--- src/rtl/mem_access_pkg.sv ---
// Shared encodings for the data-memory access unit: funct3 sizes, FSM states,
// and helpers for access legality and store lane placement.
package mem_access_pkg;

  localparam logic [2:0] F3_B  = 3'b000;
  localparam logic [2:0] F3_H  = 3'b001;
  localparam logic [2:0] F3_W  = 3'b010;
  localparam logic [2:0] F3_BU = 3'b100;
  localparam logic [2:0] F3_HU = 3'b101;

  localparam logic [3:0] BE_ALL = 4'b1111;

  typedef enum logic [1:0] {
    ST_IDLE = 2'd0,
    ST_REQ  = 2'd1,
    ST_RESP = 2'd2,
    ST_DONE = 2'd3
  } state_t;

  // Misaligned halfword/word, reserved funct3, or an unsigned size on a store.
  function automatic logic access_fault(input logic [2:0] funct3,
                                        input logic [1:0] offset,
                                        input logic       is_write);
    logic f;
    f = 1'b0;
    case (funct3)
      F3_B:    f = 1'b0;
      F3_BU:   f = is_write;
      F3_H:    f = offset[0];
      F3_HU:   f = is_write | offset[0];
      F3_W:    f = (offset != 2'b00);
      default: f = 1'b1;
    endcase
    return f;
  endfunction

  function automatic logic [3:0] store_be(input logic [2:0] funct3,
                                          input logic [1:0] offset);
    logic [3:0] be;
    be = BE_ALL;
    case (funct3)
      F3_B:    be = 4'b0001 << offset;
      F3_H:    be = offset[1] ? 4'b1100 : 4'b0011;
      default: be = BE_ALL;
    endcase
    return be;
  endfunction

  // Memory picks the lane by byte enable, so the low bytes are replicated.
  function automatic logic [31:0] store_wdata(input logic [2:0]  funct3,
                                              input logic [31:0] data);
    logic [31:0] w;
    w = data;
    case (funct3)
      F3_B:    w = {4{data[7:0]}};
      F3_H:    w = {2{data[15:0]}};
      default: w = data;
    endcase
    return w;
  endfunction

endpackage

--- src/rtl/mem_access_unit_load_align.sv ---
// Load alignment: picks the addressed byte/halfword out of the read word and
// sign- or zero-extends it according to funct3.
module load_align
  import mem_access_pkg::*;
(
  input  logic [31:0] rdata,
  input  logic [1:0]  offset,
  input  logic [2:0]  funct3,
  output logic [31:0] data
);

  logic [7:0]  byte_sel;
  logic [15:0] half_sel;

  // Lane select and extension.
  always_comb begin
    byte_sel = rdata[7:0];
    case (offset)
      2'd0:    byte_sel = rdata[7:0];
      2'd1:    byte_sel = rdata[15:8];
      2'd2:    byte_sel = rdata[23:16];
      default: byte_sel = rdata[31:24];
    endcase
    half_sel = offset[1] ? rdata[31:16] : rdata[15:0];

    case (funct3)
      F3_B:    data = {{24{byte_sel[7]}}, byte_sel};
      F3_BU:   data = {24'd0, byte_sel};
      F3_H:    data = {{16{half_sel[15]}}, half_sel};
      F3_HU:   data = {16'd0, half_sel};
      default: data = rdata;
    endcase
  end

endmodule

--- src/rtl/mem_access_unit.sv ---
// Initiator side of the data-memory port. Turns pipeline load/store requests
// into a valid/ready request to a variable-latency memory, stalls upstream
// while the access is in flight, and returns aligned load data.
//
// state   | meaning
// --------+--------------------------------------------------------------
// IDLE    | no access in flight; legal request is latched, illegal faults
// REQ     | req_valid_out high, request fields frozen until req_ready_in
// RESP    | read accepted, waiting for resp_valid_in
// DONE    | release cycle: stall drops, load_valid_out pulses for reads
module mem_access_unit
  import mem_access_pkg::*;
#(
  parameter int ADDR_WIDTH = 32
) (
  input  logic                  clk,
  input  logic                  reset,
  input  logic [ADDR_WIDTH-1:0] addr_in,
  input  logic [31:0]           store_data_in,
  input  logic [2:0]            funct3_in,
  input  logic                  memRead_in,
  input  logic                  memWrite_in,
  output logic                  stall_out,
  output logic [31:0]           load_data_out,
  output logic                  load_valid_out,
  output logic                  fault_out,
  output logic                  req_valid_out,
  input  logic                  req_ready_in,
  output logic                  req_write_out,
  output logic [ADDR_WIDTH-1:0] req_addr_out,
  output logic [31:0]           req_wdata_out,
  output logic [3:0]            req_be_out,
  input  logic                  resp_valid_in,
  input  logic [31:0]           resp_rdata_in
);

  state_t state_q, state_d;

  logic                  start;
  logic                  fault;
  logic                  latch_en;
  logic                  fault_set;
  logic                  load_en;

  logic [ADDR_WIDTH-1:0] addr_q;
  logic [1:0]            offset_q;
  logic [2:0]            funct3_q;
  logic                  write_q;
  logic [3:0]            be_q;
  logic [31:0]           wdata_q;
  logic                  fault_q;
  logic [31:0]           load_data_q;
  logic [31:0]           aligned;

  assign start = memRead_in | memWrite_in;
  assign fault = access_fault(funct3_in, addr_in[1:0], memWrite_in);

  // State register.
  always_ff @(posedge clk) begin
    if (reset) state_q <= ST_IDLE;
    else       state_q <= state_d;
  end

  // Next-state logic and per-state strobes for the datapath registers.
  always_comb begin
    state_d   = state_q;
    latch_en  = 1'b0;
    fault_set = 1'b0;
    load_en   = 1'b0;
    case (state_q)
      ST_IDLE: begin
        if (start) begin
          if (fault) begin
            fault_set = 1'b1;
          end else begin
            latch_en = 1'b1;
            state_d  = ST_REQ;
          end
        end
      end
      ST_REQ: begin
        if (req_ready_in) state_d = write_q ? ST_DONE : ST_RESP;
      end
      ST_RESP: begin
        if (resp_valid_in) begin
          load_en = 1'b1;
          state_d = ST_DONE;
        end
      end
      default: state_d = ST_IDLE;
    endcase
  end

  load_align u_load_align (
    .rdata  (resp_rdata_in),
    .offset (offset_q),
    .funct3 (funct3_q),
    .data   (aligned)
  );

  // Request fields are captured once at acceptance so they stay stable in REQ.
  always_ff @(posedge clk) begin
    if (reset) begin
      addr_q      <= '0;
      offset_q    <= 2'b00;
      funct3_q    <= 3'b000;
      write_q     <= 1'b0;
      be_q        <= 4'b0000;
      wdata_q     <= 32'd0;
      fault_q     <= 1'b0;
      load_data_q <= 32'd0;
    end else begin
      fault_q <= fault_set;
      if (latch_en) begin
        addr_q   <= {addr_in[ADDR_WIDTH-1:2], 2'b00};
        offset_q <= addr_in[1:0];
        funct3_q <= funct3_in;
        write_q  <= memWrite_in;
        be_q     <= memWrite_in ? store_be(funct3_in, addr_in[1:0]) : BE_ALL;
        wdata_q  <= memWrite_in ? store_wdata(funct3_in, store_data_in) : 32'd0;
      end
      if (load_en) load_data_q <= aligned;
    end
  end

  // Stall is combinational in IDLE so the requesting instruction freezes
  // in the same cycle it is presented.
  always_comb begin
    stall_out = 1'b0;
    if (!reset) begin
      case (state_q)
        ST_IDLE: stall_out = start & ~fault;
        ST_REQ:  stall_out = 1'b1;
        ST_RESP: stall_out = 1'b1;
        default: stall_out = 1'b0;
      endcase
    end
  end

  assign load_valid_out = ~reset & (state_q == ST_DONE) & ~write_q;
  assign fault_out      = fault_q;
  assign load_data_out  = load_data_q;
  assign req_valid_out  = (state_q == ST_REQ);
  assign req_write_out  = write_q;
  assign req_addr_out   = addr_q;
  assign req_wdata_out  = wdata_q;
  assign req_be_out     = be_q;

endmodule

--- config.mk ---
export PLATFORM = sky130hd
export DESIGN_NAME = mem_access_unit
export DESIGN_NICKNAME = d
export VERILOG_FILES = /design/src/rtl/mem_access_pkg.sv /design/src/rtl/mem_access_unit_load_align.sv /design/src/rtl/mem_access_unit.sv
export SDC_FILE = /design/constraint.sdc
export NUM_CORES = 1
export LEC_CHECK = 0
export ABC_AREA = 1
export CORE_AREA = 8 8 116 118
export DETAILED_ROUTE_END_ITERATION = 8
export DIE_AREA = 0 0 124 126
export HOLD_SLACK_MARGIN = 0.12
export PLACE_DENSITY = 0.81
export SYNTH_ARGS = -nofsm -noshare
export SYNTH_HDL_FRONTEND = slang
export SYNTH_SLANG_ARGS = --single-unit
--- constraint.sdc ---
create_clock -name clk -period 3.2 [get_ports clk]
set_clock_uncertainty 0.2 [all_clocks]
set_input_delay 0.64 -clock clk [delete_from_list [all_inputs] [get_ports clk]]
set_output_delay 0.64 -clock clk [all_outputs]
set_load 0.01 [all_outputs]
==> results.py <==
metrics = {
    "place": {
        "dpl_worst_slack_ps": 88.7,
        "place.detailed.instances": 1100,
        "count_of_buffers_from_port_buffering": 207,
        "globalplace.congestion": 0.847,
        "hpwlAfterDp_um": 12400,
    },
    "logic_synthesis": {
        "syn-instance-count": 778,
        "largest_cells_by_area_after_synthesis": "sky130_fd_sc_hd__dfxtp_1 42%, sky130_fd_sc_hd__nand2_1 20%, sky130_fd_sc_hd__a21oi_1 9.7%",
        "synthArstFlopShare_pct": 0,
        "yosys_register_bits": 107,
        "ys_dominant_reg_cell": "sky130_fd_sc_hd__dfxtp_1",
        "synthDominantAreaCellType": "sky130_fd_sc_hd__dfxtp_1",
        "post_synth_instance_area_mm2": 0.00512,
        "yosysTopAreaCellShare_pct": 41.8,
        "yosysWarningCount": 0,
        "seq_area_frac_synth_pct": 41.8,
        "synthesis.area_per_instance_um2": 6.58,
        "synth_top_cells_by_count": "279 x sky130_fd_sc_hd__nand2_1, 107 x sky130_fd_sc_hd__dfxtp_1, 99 x sky130_fd_sc_hd__a21oi_1",
        "most_used_standard_cell_by_instance_count_after_synthesis": "sky130_fd_sc_hd__nand2_1",
        "synth_edf_count": 0,
        "post_synth_num_cell_types": 26,
    },
    "global_route": {
        "grt_max_degree": 79,
        "busiest_layer": "met2",
        "groute.layer.met2.usage_pct": 35.4,
        "use_met3_pct": 11.2,
        "grt_util_all_layers_pct": 22.0,
        "grt_use_met1_pct": 24.4,
        "first_pass_grt_wire_length_um": 27400,
        "antenna_found_initial": 0,
        "number_of_global_route_vias_before_repair": 5500,
        "grt.overflow.total": 0,
    },
    "finish": {
        "area_taken_by_multi_input_logic_gates_mm2": 0.00249,
        "layout.area.seq_mm2": 0.00214,
        "area_delta_synth_final_pct": 47.0,
        "post_layout_nonfiller_instances": 1116,
        "drive_gt1_share_pct": 4.44,
        "finish.net_count": 1074,
        "num-fill-cells": 1070,
        "num_antenna_cells": 0,
    },
    "die": {
        "die-area_mm2": 0.0156,
        "num_rows": 40,
        "placeableCoreArea_mm2": 0.0117,
        "effective_utilization_at_floorplan_pct": 43.7,
        "pin_count": 210,
        "die_height_um": 126,
        "fp.dieW_um": 124,
    },
    "cts": {
        "clock_insertion_delay_worst_skew_ps": 360,
        "clock_tree.buffer_depth": 2,
        "deepest_level_of_the_cts_h_tree": 3,
        "cts.sinks": 107,
        "tritoncts": "done",
        "cts-buffers-inserted": 9,
        "clk_pin_slew_worst_setup_hold_paths_ps": 70,
        "postCtsSetupBuffers": 0,
        "cts-root-buf": "sky130_fd_sc_hd__clkbuf_16",
    },
    "power": {
        "p_clk_share_pct": 27.2,
        "power_density_mw_per_mm2": 556,
        "switchingPower_mw": 1.39,
        "p_total_mw": 4.19,
        "power.ir.vdd_worst_uv": 339,
        "power.share.sequential_pct": 38.9,
        "comb_power_share_pct": 33.9,
        "p_int_mw": 2.79,
        "p_leak_nw": 3.03,
        "switching_share_pct": 33.3,
    },
    "setup_path": {
        "type_of_destination_of_the_critical_path": "output port",
        "worstPathMaxFanout": 3,
        "arrival_ps": 2220,
        "worstPathRequired_ps": 2360,
        "setup.worst_path.start_class": "primary input",
        "critPathKind": "in -> out",
    },
    "timing": {
        "max_slew_headroom_pct": 45.4,
        "worstMarginPinSlew_ps": 818,
        "fin_crit_ps": 3060,
        "finalSetupViolCount": 0,
        "totalNegativeSetupSlack_ps": 0,
        "fin_crit_sh_pct": 95.8,
        "number_of_pins_exceeding_their_max_slew_limit_in_the_final_report": 0,
        "finalHoldViolations": 0,
        "setup_slack_ps": 135,
        "fmaxAchievable_mhz": 326,
        "rsz0062_at_grt": "no",
    },
    "drt": {
        "antenna_violating_nets_post_route": 0,
        "routed-via-count": 5594,
        "drt_drc_violations_left": 0,
        "first_drt_pass_iteration_count": 5,
        "route.final.wire_length_um": 17200,
        "drt_first_iter_violations": 434,
        "avgViaCountPerCell": 5.01,
        "wl_per_cell_um": 15.4,
    },
    "run": {
        "cap_viol_max_count": 0,
    },
    "outcome": {
        "outcome": "completed",
    },
    "worst_hold_path": {
        "hp-class": "reg -> reg",
    },
}
-- repair_timing --
item,CTS,global route
hold buffers,0,0
endpoints found under the setup margin,0,1
gates resized for setup,0,2
-- layout make-up --
class / count / area share (%)
clock buffer: 9 / 2.99
clock inverter: 7 / 1.01
inverter: 55 / 2.77
multi-input combinational: 567 / 33.1
sequential: 107 / 28.4
tap: 147 / 2.44
timing repair buffer: 224 / 29.2
-- routing by layer --
metal / up-vias / share of wire (%)
met5: - / 0
met4: 0 / 1.5
met3: 17 / 14
met2: 212 / 46
met1: 2517 / 39
li1: 2848 / -
-- power groups by stage --
stage	clock, mW	combinational, mW	sequential, mW
CTS	1.16	1.43	1.63
global placement	0	1.40	1.65
floorplan	0	0.704	1.72
global route	1.22	1.57	1.65
finish	1.14	1.42	1.63
detailed placement	0	1.42	1.66
-- kinds of logic after synthesis --
group / share of synthesized area [%]
simple gates: 33.0
flops: 41.8
buf+inv: 9.65
fa+ha+maj: 1.22
other cells: 0.0732
compound gates: 14.2
-- flip-flops by register name, indices dropped and copies added (netlist names) --
signal / cells
offset_q: 2
load_data_out: 32
req_wdata_out: 32
req_write_out: 1
state_q: 2
funct3_q: 3
fault_out: 1
req_be_out: 4
req_addr_out: 30
-- layout by cell type (no fill, tap or decap), drive strengths merged --
master	netlist	final
nor4	1	1
a31oi	1	1
a21oi	100	100
inv	55	56
clkinvlp	0	2
nor2	78	78
dlymetal6s2s	0	1
clkinv	0	3
nand3b	1	1
nand2	279	279
dfxtp	107	107
o211ai	4	4
clkbuf	23	9
ha	5	5
conb	1	2
nand4	11	11
o22ai	1	1
bufinv	0	1
o21a	1	1
buf	27	18
nand3	50	50
o21ai	33	33
clkdlybuf4s50	0	205
-- worst paths after layout --
path | from | endpoint | cells past startpoint | slack [ps]
min | req_addr_out[5]$_SDFFE_PP0P_ | req_addr_out[5]$_SDFFE_PP0P_ | 2 | 260
max | addr_in[0] | stall_out | 8 | 140
min reg2reg | req_addr_out[5]$_SDFFE_PP0P_ | req_addr_out[5]$_SDFFE_PP0P_ | 2 | 260
max reg2reg | offset_q[1]$_SDFFE_PP0P_ | load_data_out[16]$_SDFFE_PP0P_ | 7 | 860
-- stage by stage --
step           cell area (µm²)  utilization (%)  hold WS, ps
2_1_floorplan             5130                -          270
3_3_place_gp              7220             61.7          249
3_5_place_dp              7220             61.7          255
4_1_cts                   7530             64.3          266
5_1_grt                   7530             64.3          282
6_report                  7530             64.3          263
-- critical path, cell delays in order --
cell                              delay, ps
sky130_fd_sc_hd__clkdlybuf4s50_1        440
sky130_fd_sc_hd__inv_1                   80
sky130_fd_sc_hd__nand4_1                130
sky130_fd_sc_hd__nand2_2                120
sky130_fd_sc_hd__nand3_4                 80
sky130_fd_sc_hd__inv_4                   70
sky130_fd_sc_hd__o21a_1                 120
sky130_fd_sc_hd__clkdlybuf4s50_1        540
Power figures use the tool's default switching activity.
